## src/rtl/fifo_rd.sv

```systemverilog
// Read-side companion to the ip_fifo pattern writer. It waits for almost_full, drains the FIFO
// in one burst, and checks the returned words against the writer's 0..MAX_VAL counting pattern.
//
// state      | meaning
// -----------+--------------------------------------------------------------
// S_IDLE     | FIFO read side still in reset; no reads issued
// S_WAIT_FULL| armed; waiting for synchronized almost_full with data present
// S_READ     | burst in progress; fifo_rd_en held high until the FIFO drains
module fifo_rd #(
  parameter int DATA_W     = 8,
  parameter int MAX_VAL    = 254,
  parameter int RD_LATENCY = 1,
  parameter int CNT_W      = 16
) (
  input  logic              rd_clk,
  input  logic              rst,
  input  logic              rd_rst_busy,
  input  logic              empty,
  input  logic              almost_empty,
  input  logic              almost_full,
  input  logic [DATA_W-1:0] fifo_rd_data,
  output logic              fifo_rd_en,
  output logic              rd_valid,
  output logic [DATA_W-1:0] rd_data,
  output logic              err_flag,
  output logic [CNT_W-1:0]  err_cnt,
  output logic [CNT_W-1:0]  burst_cnt
);

  localparam logic [DATA_W-1:0] MAX_V = DATA_W'(MAX_VAL);

  typedef enum logic [1:0] {
    S_IDLE      = 2'd0,
    S_WAIT_FULL = 2'd1,
    S_READ      = 2'd2
  } state_t;

  state_t            state;
  state_t            state_nxt;
  logic              fifo_rd_en_nxt;
  logic              burst_start;
  logic              burst_done;
  logic              af_d0;
  logic              af_d1;
  logic              issued;
  logic              lat_vld;
  logic [DATA_W-1:0] expected;
  logic [DATA_W-1:0] expected_nxt;

  // almost_full comes from the write clock domain
  always_ff @(posedge rd_clk) begin
    if (rst) begin
      af_d0 <= 1'b0;
      af_d1 <= 1'b0;
    end else begin
      af_d0 <= almost_full;
      af_d1 <= af_d0;
    end
  end

  always_ff @(posedge rd_clk) begin
    if (rst) begin
      state      <= S_IDLE;
      fifo_rd_en <= 1'b0;
    end else begin
      state      <= state_nxt;
      fifo_rd_en <= fifo_rd_en_nxt;
    end
  end

  always_comb begin
    state_nxt   = state;
    burst_start = 1'b0;
    burst_done  = 1'b0;
    if (rd_rst_busy) begin
      state_nxt = S_IDLE;
    end else begin
      case (state)
        S_IDLE: state_nxt = S_WAIT_FULL;
        S_WAIT_FULL: begin
          if (af_d1 && !empty) begin
            state_nxt   = S_READ;
            burst_start = 1'b1;
          end
        end
        S_READ: begin
          // almost_empty with an active read means this cycle takes the last word
          if ((almost_empty && fifo_rd_en) || empty) begin
            state_nxt  = S_WAIT_FULL;
            burst_done = 1'b1;
          end
        end
        default: state_nxt = S_IDLE;
      endcase
    end
  end

  always_comb begin
    fifo_rd_en_nxt = (state_nxt == S_READ);
  end

  assign issued = fifo_rd_en && !empty;

  generate
    if (RD_LATENCY == 0) begin : g_lat0
      assign lat_vld = issued;
    end else if (RD_LATENCY == 1) begin : g_lat1
      logic pipe;
      always_ff @(posedge rd_clk) begin
        if (rst) pipe <= 1'b0;
        else     pipe <= issued;
      end
      assign lat_vld = pipe;
    end else begin : g_latn
      logic [RD_LATENCY-1:0] pipe;
      always_ff @(posedge rd_clk) begin
        if (rst) pipe <= '0;
        else     pipe <= {pipe[RD_LATENCY-2:0], issued};
      end
      assign lat_vld = pipe[RD_LATENCY-1];
    end
  endgenerate

  always_ff @(posedge rd_clk) begin
    if (rst) begin
      rd_valid <= 1'b0;
      rd_data  <= '0;
    end else begin
      rd_valid <= lat_vld;
      if (lat_vld) rd_data <= fifo_rd_data;
    end
  end

  // Resync to the received word so a single corrupted word is counted once
  always_comb begin
    expected_nxt = (fifo_rd_data >= MAX_V) ? '0 : fifo_rd_data + DATA_W'(1);
  end

  always_ff @(posedge rd_clk) begin
    if (rst) begin
      expected <= '0;
      err_flag <= 1'b0;
      err_cnt  <= '0;
    end else begin
      if (lat_vld && (fifo_rd_data != expected)) begin
        err_flag <= 1'b1;
        if (err_cnt != {CNT_W{1'b1}}) err_cnt <= err_cnt + CNT_W'(1);
      end
      // The writer restarts at 0 after the FIFO has emptied
      if (burst_start)  expected <= '0;
      else if (lat_vld) expected <= expected_nxt;
    end
  end

  always_ff @(posedge rd_clk) begin
    if (rst)             burst_cnt <= '0;
    else if (burst_done) burst_cnt <= burst_cnt + CNT_W'(1);
  end

endmodule
```

## config.mk

```make
export PLATFORM = sky130hd
export DESIGN_NAME = fifo_rd
export DESIGN_NICKNAME = d
export VERILOG_FILES = /design/src/rtl/fifo_rd.sv
export SDC_FILE = /design/constraint.sdc
export NUM_CORES = 1
export LEC_CHECK = 0
export ABC_AREA = 1
export CORE_MARGIN = 2
export CORE_UTILIZATION = 35
export CTS_CLUSTER_SIZE = 14
export DETAILED_ROUTE_END_ITERATION = 8
export GPL_ROUTABILITY_DRIVEN = 0
export SYNTH_ARGS = -nofsm -noshare
export SYNTH_HDL_FRONTEND = slang
export SYNTH_SLANG_ARGS = --single-unit
```

## constraint.sdc

```tcl
create_clock -name rd_clk -period 1.4 [get_ports rd_clk]
set_input_delay 0.14 -clock rd_clk [delete_from_list [all_inputs] [get_ports rd_clk]]
set_output_delay 0.14 -clock rd_clk [all_outputs]
set_load 0.05 [all_outputs]
```

==> impl_metrics.py <==
metrics = {
    "outcome": {
        "status": "complete, but fails checks",
        "violations": "setup timing",
    },
    "placed_design": {
        "dp_hpwl_um": 5490,
        "place_inst": 616,
        "port_buffers": 56,
        "dpl_cell_area_um2": 4160,
        "pre_cts_slack_ps": -356,
    },
    "clocking": {
        "holdBufCountCts": 0,
        "clk_path_buf_depth": 2,
        "htreeDepth": 2,
        "clock_sinks": 56,
        "tritoncts.num_buffers": 5,
        "root_buffer": "clkbuf_8",
        "cts_tree": "built",
        "clk_latency_ps": 310,
        "clk_pin_slew_ps": 110,
    },
    "setup_path": {
        "cp-start-kind": "flop",
        "crit_type": "reg2reg",
        "slowest_delay_ps": 390,
        "crit_path_max_fanout": 12,
        "crit_chain": "ha_4 > nand2_4 > nor2_4 > nand4_4 > nand3_4 > nand2_1 > inv_1 > nor2_1",
        "cp.buffers_inverters": 1,
        "end_kind": "flop",
        "r2r_setup_slack_ps": -40,
        "critPathTopFamily": "simple AND/OR/NAND/NOR gates",
        "slowest_stage": "dfxtp_4",
        "worstPathRequired_ps": 1620,
        "cp.arrival_ps": 1660,
    },
    "synthesis": {
        "ys_seq_elements": 56,
        "yosysSeqAreaShare_pct": 39.2,
        "synth_top_cell_by_area": "dfxtp_1",
        "syn_avg_cell_area_um2": 6.85,
        "synthMuxAreaShare_pct": 0,
        "yosysWarnings": 0,
        "synth.top_cell.area_share_pct": 39.2,
        "synth-simple-area-share_pct": 34.2,
        "synth_cells": 417,
        "synth_cell_types": 30,
        "synth_compound_area_share_pct": 9.63,
        "synth_top_family_by_area": "simple AND/OR/NAND/NOR gates",
        "synthAdderAreaFrac_pct": 1.75,
        "synthXorXnorAreaFrac_pct": 6.13,
        "synth.area.top_cells": "dfxtp_1 (39%), nand2_1 (13%), nor2_1 (9.2%)",
        "syn-cell-area_um2": 2860,
        "synth_fp_nets": 435,
    },
    "global_route": {
        "overflow": 0,
        "grt_max_degree": 19,
        "grt_usage_pct": 17.9,
        "grt_pass1_vias": 2834,
        "grt_pass1_wl_um": 12800,
        "antenna_found_initial": 0,
    },
    "final_layout": {
        "drive_gt1_share_pct": 35.2,
        "n_fill_cell": 740,
        "final_cell_mix": "nand2_1 (92), buf_4 (76), nor2_1 (63), inv_1 (50)",
        "final_nets": 545,
        "synthToLayoutAreaGrowth_pct": 54.3,
        "diodes": 0,
        "final_common_cell": "nand2_1",
        "ff_latch_area_um2": 1190,
        "fin_cells": 630,
        "multi_input_area_um2": 1640,
        "final_area_um2": 4410,
    },
    "floorplan": {
        "io_pins": 57,
        "placementRows": 32,
        "dieArea_um2": 8900,
        "die_x_um": 94.4,
        "core_area_um2": 7810,
        "start_util_pct": 36.6,
        "die_h_um": 94.4,
    },
    "sta": {
        "setup_viol": 15,
        "finalHoldViolations": 0,
        "rsz0062_at_grt": "yes",
        "report.final.slew_viol_count": 0,
        "fin_crit_ps": 1440,
        "maxSlewHeadroom_pct": 75.2,
        "final.setup.worst_slack_ps": -36.8,
        "min_period_over_period_pct": 103,
        "clock-skew-final_ps": 11.4,
        "worstMarginPinSlew_ps": 372,
        "timing.fmax_mhz": 696,
        "setup_tns_ps": -272,
    },
    "drt": {
        "wl_per_cell_um": 11.9,
        "remaining_drc_errors": 0,
        "drtPass1Iterations": 4,
        "drt_iter0_markers": 114,
        "drt.antenna.violating_nets": 0,
        "wirelength_um": 7470,
        "vias": 2952,
        "vias_per_cell": 4.69,
    },
    "pwr": {
        "power_density_nw_per_um2": 615,
        "power.leakage_nw": 1.91,
        "power_mw": 2.71,
        "peakVddDrop_uv": 320,
    },
    "job": {
        "drv_cap": 0,
    },
    "worst_hold_path": {
        "hold_class": "in2reg",
    },
}
## layout make-up
class / count / area share (%)
clock buffers: 5 / 1.56
inverters: 53 / 4.51
flip-flops and latches: 56 / 26.9
well taps: 102 / 2.89
clock inverters: 3 / 0.511
multi-input cells: 299 / 37.2
repair buffers: 112 / 26.4
## flip-flops by register name, summed over array words and instances (netlist names)
register and flops:
burst_cnt 16, err_cnt 16, expected 8, rd_data 8, state 2, af_d0 1, af_d1 1, err_flag 1
fifo_rd_en 1, g_lat1.pipe 1, rd_valid 1
## tightest hold or removal path, cell delays in order
cell and delay, ps:
dlymetal6s2s_1 160, nand2_1 100, a21oi_1 70
## repair_timing
| action | 4_1_cts | 5_1_grt |
|---|---|---|
| pin swaps | 2 | 15 |
| endpoints found under the hold margin | 0 | 0 |
| buffers inserted | 1 | 3 |
| gates cloned | 2 | 0 |
| gates resized for setup | 7 | 30 |
| endpoints found under the setup margin | 16 | 33 |
## cells in the mapped netlist
cell        n
dfxtp_1    56
a21oi_2     3
ha_1        4
nor2_4      2
nand2_2     3
o211ai_1    1
nor2_2      4
nand2_4     1
nor3_1     12
inv_1      52
o21ai_1     2
nand4_1    12
xor2_1     15
a21oi_1    24
buf_8       1
o22ai_1     1
nor2_1     70
nand3_4     1
clkbuf_1    9
a211oi_1    1
nand3_2     1
a22oi_1     1
nand3_1    14
inv_2       1
xnor2_1     5
nor3b_1     1
o21ai_0    18
nand2_1   100
buf_6       1
nand4_4     1
## where the power goes
| part | internal [mW] | switching, mW |
|---|---|---|
| Combinational | 0.111 | 0.106 |
| Clock | 0.360 | 0.552 |
| Sequential | 1.58 | 0.00410 |
## cell families after synthesis
logic type,count (synthesis)
xor+xnor,20
compound gates,51
buf+inv,64
flops,56
fa+ha+maj,4
simple gates,222
## path summary, 6_finish.rpt
path / to / from / cells past startpoint
setup / recovery: err_cnt[2]$_SDFFE_PP0P_ / err_cnt[1]$_SDFFE_PP0P_ / 8
hold / removal: rd_data[0]$_SDFFE_PP0P_ / fifo_rd_data[0] / 3
setup reg to reg: err_cnt[2]$_SDFFE_PP0P_ / err_cnt[1]$_SDFFE_PP0P_ / 8
hold reg to reg: af_d1$_SDFF_PP0_ / af_d0$_SDFF_PP0_ / 2
## layer usage
| layer | global-route usage, % | wire, um | vias up |
|---|---|---|---|
| met4 | 5.56 | 113 | 0 |
| met5 | 0 | 0 | - |
| met3 | 2.55 | 321 | 9 |
| li1 | - | - | 1546 |
| met1 | 21.9 | 3370 | 1329 |
| met2 | 32.4 | 3670 | 68 |
## metrics by stage
step / hold WS (ps) / util, %
after CTS: 341 / 55.2
final: 192 / 56.5
after global routing: 216 / 56.5
after global placement: 401 / 53.3
after floorplan: 209 / -
after detailed placement: 407 / 53.3
Note: power is estimated with default switching activity, not from simulation.
